--- config.mk ---
export PLATFORM = sky130hd
export DESIGN_NAME = osd_mam_burst_splitter
export DESIGN_NICKNAME = d
export VERILOG_FILES = /design/src/rtl/osd_mam_burst_splitter.sv
export SDC_FILE = /design/constraint.sdc
export NUM_CORES = 1
export LEC_CHECK = 0
export CAP_MARGIN = 20
export CORE_MARGIN = 3
export CORE_UTILIZATION = 48
export DETAILED_ROUTE_END_ITERATION = 16
export PLACE_DENSITY = 0.82
export SYNTH_ARGS = -nofsm -noshare
export SYNTH_HDL_FRONTEND = slang
export SYNTH_SLANG_ARGS = --single-unit
--- constraint.sdc ---
create_clock -name clk_i -period 5.8 [get_ports clk_i]
set_clock_uncertainty 0.1 [all_clocks]
set_input_delay 1.16 -clock clk_i [delete_from_list [all_inputs] [get_ports clk_i]]
set_output_delay 1.16 -clock clk_i [all_outputs]
set_load 0.05 [all_outputs]
--- src/rtl/osd_mam_burst_splitter.sv ---
// Splits MAM bursts into MAX_BEATS-limited, BOUNDARY-aligned wishbone chunks.
// Optional chunk statistics counter: define OSD_MAM_SPLIT_STATS_EN.
module osd_mam_burst_splitter #(
  parameter int DATA_WIDTH = 16,
  parameter int ADDR_WIDTH = 32,
  parameter int MAX_BEATS  = 16,
  parameter int BOUNDARY   = 1024
) (
  input  logic                    clk_i,
  input  logic                    rst_i,
  input  logic                    in_req_valid,
  output logic                    in_req_ready,
  input  logic                    in_req_rw,
  input  logic                    in_req_burst,
  input  logic [ADDR_WIDTH-1:0]   in_req_addr,
  input  logic [13:0]             in_req_beats,
  output logic                    out_req_valid,
  input  logic                    out_req_ready,
  output logic                    out_req_rw,
  output logic                    out_req_burst,
  output logic [ADDR_WIDTH-1:0]   out_req_addr,
  output logic [13:0]             out_req_beats,
  input  logic                    in_write_valid,
  output logic                    in_write_ready,
  input  logic [DATA_WIDTH-1:0]   in_write_data,
  input  logic [DATA_WIDTH/8-1:0] in_write_strb,
  output logic                    out_write_valid,
  input  logic                    out_write_ready,
  output logic [DATA_WIDTH-1:0]   out_write_data,
  output logic [DATA_WIDTH/8-1:0] out_write_strb,
  input  logic                    out_read_valid,
  output logic                    out_read_ready,
  input  logic [DATA_WIDTH-1:0]   out_read_data,
  output logic                    in_read_valid,
  input  logic                    in_read_ready,
  output logic [DATA_WIDTH-1:0]   in_read_data
`ifdef OSD_MAM_SPLIT_STATS_EN
  ,
  output logic [15:0]             chunk_count
`endif
);

  localparam int BPW = DATA_WIDTH / 8;

  typedef enum logic [1:0] {
    IDLE,
    ISSUE,
    XFER
  } state_t;

  state_t state_q, state_d;

  logic                  rw_q;
  logic                  burst_q;
  logic [ADDR_WIDTH-1:0] addr_q;
  logic [13:0]           rem_q;
  logic [13:0]           cleft_q;
  logic [13:0]           clen;
  logic [13:0]           rem_next;
  logic [31:0]           off;
  logic [31:0]           win;
  logic [31:0]           c;
  logic                  xfer;
  logic                  beat;
  logic                  last;

  // Chunk length: remaining beats, capped by MAX_BEATS and the window end
  always_comb begin
    off = 32'(addr_q & ADDR_WIDTH'(BOUNDARY - 1));
    win = (32'(BOUNDARY) - off) / 32'(BPW);
    c   = 32'(rem_q);
    if (c > 32'(MAX_BEATS)) c = 32'(MAX_BEATS);
    if (c > win) c = win;
    if (!burst_q) c = 32'd1;
    clen = c[13:0];
  end

  assign xfer = (state_q == XFER);

  assign out_write_valid = xfer & rw_q & in_write_valid;
  assign in_write_ready  = xfer & rw_q & out_write_ready;
  assign in_read_valid   = xfer & ~rw_q & out_read_valid;
  assign out_read_ready  = xfer & ~rw_q & in_read_ready;

  assign out_write_data = in_write_data;
  assign out_write_strb = in_write_strb;
  assign in_read_data   = out_read_data;

  assign beat = rw_q ? (out_write_valid & out_write_ready)
                     : (in_read_valid & out_read_ready);
  assign last     = beat && (cleft_q == 14'd1);
  assign rem_next = rem_q - clen;

  assign in_req_ready  = (state_q == IDLE);
  assign out_req_valid = (state_q == ISSUE);
  assign out_req_rw    = rw_q;
  assign out_req_burst = burst_q;
  assign out_req_addr  = addr_q;
  assign out_req_beats = clen;

  always_ff @(posedge clk_i) begin
    if (rst_i) state_q <= IDLE;
    else       state_q <= state_d;
  end

  always_comb begin
    state_d = state_q;
    unique case (state_q)
      IDLE:  if (in_req_valid) state_d = ISSUE;
      ISSUE: if (out_req_ready) state_d = XFER;
      XFER:  if (last) state_d = (rem_next == 14'd0) ? IDLE : ISSUE;
      default: state_d = IDLE;
    endcase
  end

  always_ff @(posedge clk_i) begin
    if (rst_i) begin
      rw_q    <= 1'b0;
      burst_q <= 1'b0;
      addr_q  <= '0;
      rem_q   <= '0;
      cleft_q <= '0;
    end else begin
      unique case (state_q)
        IDLE: if (in_req_valid) begin
          rw_q    <= in_req_rw;
          burst_q <= in_req_burst;
          addr_q  <= in_req_addr;
          if (!in_req_burst)             rem_q <= 14'd1;
          else if (in_req_beats == 14'd0) rem_q <= 14'd1;
          else                           rem_q <= in_req_beats;
        end
        ISSUE: if (out_req_ready) cleft_q <= clen;
        XFER: if (beat) begin
          cleft_q <= cleft_q - 14'd1;
          if (last) begin
            rem_q  <= rem_next;
            addr_q <= addr_q + ADDR_WIDTH'(clen) * ADDR_WIDTH'(BPW);
          end
        end
        default: ;
      endcase
    end
  end

`ifdef OSD_MAM_SPLIT_STATS_EN
  always_ff @(posedge clk_i) begin
    if (rst_i)
      chunk_count <= '0;
    else if (out_req_valid && out_req_ready && chunk_count != 16'hFFFF)
      chunk_count <= chunk_count + 16'd1;
  end
`endif

endmodule
-- After elaboration in Yosys (flattened, before gate mapping)
Cells that the tools add are included.
W data, S select, Z words.
- register bits: 64
- input port bits: 90
- output and inout port bits: 88
- word-level logic and storage cells: 60
- add/sub/neg operators: 4
- magnitude comparators: 2
- equal/unequal tests: 7
- mux-type cells: 22
- bitwise operators: 9
- reductions and logical operators: 10
- operator list (operator ; count):
    $mux W14 ; 10
    $mux W32 ; 3
    $pmux W32 S2 ; 1
    $pmux W14 S2 ; 2
    $add A32 B15 Y32 ; 1
    $gt A14 B31 Y1 ; 1
    $logic_not A14 Y1 ; 2
    $eq A14 B1 Y1 const B ; 1
    $gt A14 B5 Y1 const B ; 1
    $sub A14 B1 Y14 const B ; 1
    $sub A14 B14 Y14 ; 1
    $sub A11 B10 Y12 const A ; 1
    $and A1 B1 Y1 ; 8
    $mux W2 ; 3
    $ne A2 B1 Y1 const B ; 3
    $pmux W2 S3 ; 1
    $reduce_and A3 Y1 ; 2
    $reduce_and A4 Y1 ; 1
    $reduce_bool A2 Y1 ; 2
    $eq A2 B1 Y1 const B ; 1
    $eq A2 B2 Y1 const B ; 1
    $logic_not A2 Y1 ; 1
    $mux W1 ; 2
    $ne A2 B2 Y1 const B ; 1
    other kinds (3) ; 3

-- Logic depth before layout (Yosys ltp)
- word-level depth: 10
- gate-level depth with buffers: 25

-- Worst setup path before layout
Ideal clock, no wire load.
- kind: reg-to-reg
- from: register addr_q[6] (netlist: out_req_addr[6])
- to: register addr_q[19] (netlist: out_req_addr[19])
- library setup time: 0.127 ns
- data arrival time: 5.327 ns
- path slack: 0.246 ns
- cell stages (with the launch flop): 22
- path buffers: 1
- clock period less this slack: 5.554 ns
- cells stage by stage: dfxtp_1 > or3_1 > or3_1 > xor2_1 > inv_1 > ha_1 > nand2_1 > nor3_1 > nor3_1 > o21ai_1 > nand2_1 > mux2_2 > nor2b_1 > ha_1 > nor2b_1 > o31a_1 > o2bb2ai_1 > o21ai_1 > buf_2 > and2_1 > a311oi_1 > a211oi_1
- cells in the longest elaborated chain, start to end: 8
- RTL lines (what ; line ; source):
    from (decl) ; 55 ; logic [ADDR_WIDTH-1:0] addr_q;
    from (signal assigned) ; 128 ; addr_q <= in_req_addr;
    from (signal assigned) ; 138 ; addr_q <= addr_q + ADDR_WIDTH'(clen) * ADDR_WIDTH'(BPW);
    $sub A11 B10 Y12 ; 70 ; win = (32'(BOUNDARY) - off) / 32'(BPW);
    $gt A14 B31 Y1 ; 73 ; if (c > win) c = win;
    $mux W14 ; 73 ;
    $mux W14 ; 74 ; if (!burst_q) c = 32'd1;
    named net out_req_beats[2] ; 22 ; output logic [13:0] out_req_beats,
    $add A32 B15 Y32 ; 138 ;
    $mux W32 ; 136 ; if (last) begin
    $mux W32 ; 134 ; XFER: if (beat) begin
    $pmux W32 S2 ; 124 ; unique case (state_q)
The timed path passes the listed nets, and every way through them passes these cells. The select of a mux whose other input is x is not followed.
A chain may end at the register's enable or synchronous reset.

-- Worst setup path after layout
- from: register addr_q[1] (netlist: out_req_addr[1])
- to: output port out_req_beats[2]
- cells in the longest elaborated chain, start to end: 4
- RTL lines (what ; line):
    $sub A11 B10 Y12 * ; 70
    $gt A14 B31 Y1 ; 73
    $mux W14 * ; 73
    $mux W14 * ; 74
    to (decl) ; 22
Mark *: on every way between the ends. The rest lies on a longest branch, timed or not.

==> results.md <==
* Post-CTS Setup Repair Bufs at 0
* Worst setup SP type: flip-flop
* Clock transition at path regs at 0.06 ns
* CTS Buffer Depth at 2
* Worst Setup SP: out_req_addr[1]
* Min Tclk post-route at between 5 and 6 ns
* WL final at 16.63 mm
* Synthesized area at 0.005593 mm^2
* VDD IR max at 0.0001663 V
* Adder-cell share of the synthesized area at 0.09664
* Pwr/cell area at between 200 and 300 mW/mm^2
* CTS tree: built
* YS warnings at 0
* CTS sink count at between 60 and 70
* Crit Path Category: flip-flop to output pin
* Synth cell types at 65
* Post-synthesis xor/xnor area fraction at 0.04228
* Ports at 178
* Leakage at between 2 and 3 nW
* Vias at 5874
* RSZ-0062 raised after global routing: false
* Sw frac at 0.4053
* Detail Placement HPWL at 12.11 mm
* H-tree Lvls at 3
* Final core utilization at 0.6143
* Combinational share of power at 0.436
* Final Cycle Share at 0.9517
* Max-cap violations at 0
* Reg2reg end: out_req_addr[31]
* Worst R2R Setup Slack at 0.44 ns
* Slew @ Worst Pin at 0.6984 ns
* Share of the synthesized area in the top cell type at 0.2291
* Max-slew headroom at 0.5344
* Asr flop ratio synth at 0
* Hold-fix buffers, CTS at 0
* Row cnt at 38
* Most frequent cell after synthesis: nor2_1
* Largest net degree at the start of global routing at 70
* Share of cells above drive strength 1 at 0.05181
* Total gr overflow at 0
* Drt pass-1 iters at 5
* Fmax at 181.2 MHz
* Fin. Hold Viols at 0
* Initial core utilization at 0.5027
* Antenna diode count at 0
* Clk root buf: clkbuf_16
* Number of synthesized flops with an enable pin at 0
* Hold WC Path Type: flip-flop to flip-flop
* Data arrival time of the worst path at 4.26 ns
* Mux cell area share after synthesis at 0.02036
* All-Layer GR Usage at 0.2521
* DIE WIDTH at 113.9 um
* P_sw at slightly below 0.0008 W
* Syn_area_per_cell at 7.359 um^2
* Area leader, netlist: dfxtp_1
* Placed Instance Area at 0.006514 mm^2
* RePlAce Congestion at 0.9222
* CP max FO at 6
* Die area at 0.01298 mm^2
* Post-synthesis simple-gate area fraction at 0.2570
* Final instance area at 0.006834 mm^2
* Synth-to-layout area growth at 22.19%
* Sequential-to-total area share from yosys stat at 0.2291
* WP data required at 4.54 ns
* DR WL/cell at between 15 and 20 um
* Post-Synthesis Cells at 760
* Fill cell total of the finished layout at 1013
* Total CTS buffers at 9
* Main flop type after synthesis: dfxtp_1
* Complex-gate fraction of the synthesized area at 0.2557
* First-pass GRT wire length at between 20 and 30 mm
* Port bufs at 105
* Placed cells at 953
* Flops & latches, synth at 64
* Worst setup endpoint: out_req_beats[2]
* Endpoints failing setup at 0
* Reg2Reg Depth at 22
* Post-Route Setup TNS at 0 ns
* CTS resizes at 0
* Fin cells at 970
* Initial DRC Count at 540
* Worst r2r src: rem_q[0]
* Number of global-route vias before repair at 5457
* Kind of end point of the critical path: output pin
* Vias per cell at 6.056
* Core area at 0.01113 mm^2
* Power Internal at 0.001144 W
* Main combinational cell family by area after synthesis: simple AND/OR/NAND/NOR gates
* Synth area leaders: dfxtp_1 23%, ha_1 8.9%, a21oi_1 5.9%, buf_4 5.1%, nor2_1 5.1%
* Most frequent cells after synthesis: 76 x nor2_1, 67 x nand2_1, 66 x a21oi_1
* Nets at 957
* Seq pwr share at 0.280
* Max-slew violation count at 0
* Final ANT Viol Nets at 0
* Antenna violations before repair at 0
* Worst-Skew Late Latency at 0.33 ns
* Drt drc at 0
* Die extent in y at 113.9 um
* Clock share of power at 0.285
* Status: finished, final reports clean
-- critical path, cell delays in order (launching register included) --
cell and delay, ns:
dfxtp_1 0.36, inv_1 0.08, ha_1 0.19, nand3_1 0.19, or3_1 0.37, xor2_1 0.22, inv_1 0.07, ha_1 0.29
nand4_1 0.11, nor3_1 0.06, nor3_1 0.16, o21ai_1 0.14, nand2_1 0.27, mux2_2 0.41, nor2b_1 0.19, clkdlybuf4s50_1 0.84
-- metrics by stage --
stage,setup slack (ns),power (W),hold slack (ns)
finish,0.2799,0.001923,0.4069
global placement,0.4370,0.001353,0.3743
global route,0.02762,0.002035,0.4339
CTS,0.2265,0.001913,0.4102
floorplan,0.2456,0.001198,0.3719
detailed placement,0.2665,0.001364,0.4023
-- cells by family after synthesis --
kind of cell,count (synthesis)
other cells,2
fa+ha+maj,42
flops,64
xor+xnor,27
compound gates,218
simple gates,290
mux,11
buf+inv,106
-- cell type report --
cell class | instances | area [um^2] | area share
multi-input cells | 604 | 3846 | 0.5628
flip-flops and latches | 64 | 1281 | 0.1875
repair buffers | 113 | 1110 | 0.1624
inverters | 33 | 123.9 | 0.01813
clock inverters | 7 | 72.57 | 0.01062
well taps | 140 | 175.2 | 0.02563
clock buffers | 9 | 225.2 | 0.03295
-- power groups by stage --
stage	combinational [W]	sequential (W)	clock [W]
finish	0.000838	0.000538	0.000548
CTS	0.000825	0.000537	0.000551
floorplan	0.000579	0.000619	0
detailed placement	0.000818	0.000546	0
global placement	0.000809	0.000544	0
global route	0.000919	0.000545	0.000571
-- sequential cells by signal, indices dropped and copies added (netlist names) --
| signal | flops |
|---|---|
| out_req_burst | 1 |
| out_req_rw | 1 |
| rem_q | 14 |
| cleft_q | 14 |
| state_q | 2 |
| out_req_addr | 32 |
-- worst min path at each step --
stage | slack (ns) | end | depth (start not counted) | start
2_1_floorplan | 0.37 | rem_q[0] | 2 | rem_q[0]
3_3_place_gp | 0.37 | out_req_addr[0] | 2 | out_req_addr[0]
3_5_place_dp | 0.40 | cleft_q[11] | 2 | cleft_q[11]
4_1_cts | 0.41 | cleft_q[11] | 2 | cleft_q[11]
5_1_grt | 0.43 | out_req_addr[0] | 2 | out_req_addr[0]
6_report | 0.41 | cleft_q[11] | 2 | cleft_q[11]
-- metal layers --
| metal | wire (um) | vias up | track usage |
|---|---|---|---|
| met5 | 0 | - | 0 |
| met4 | 544 | 0 | 0.1124 |
| met3 | 1330 | 43 | 0.05305 |
| met2 | 7352 | 277 | 0.3895 |
| met1 | 7403 | 2698 | 0.3383 |
| li1 | - | 2856 | - |
-- cells in the final DEF (no fill, tap or decap), types with 13 or more instances in the layout --
| cell type | count |
|---|---|
| nand3_1 | 31 |
| a21oi_1 | 65 |
| a211oi_1 | 14 |
| dfxtp_1 | 64 |
| xor2_1 | 14 |
| clkdlybuf4s50_1 | 104 |
| nor3_1 | 24 |
| conb_1 | 16 |
| nor4_1 | 13 |
| nor2_1 | 76 |
| nand2_1 | 67 |
| a311oi_1 | 13 |
| xnor2_1 | 13 |
| inv_1 | 33 |
| o21ai_0 | 35 |
| ha_1 | 40 |
No activity file was read; power rests on OpenSTA's default activity.
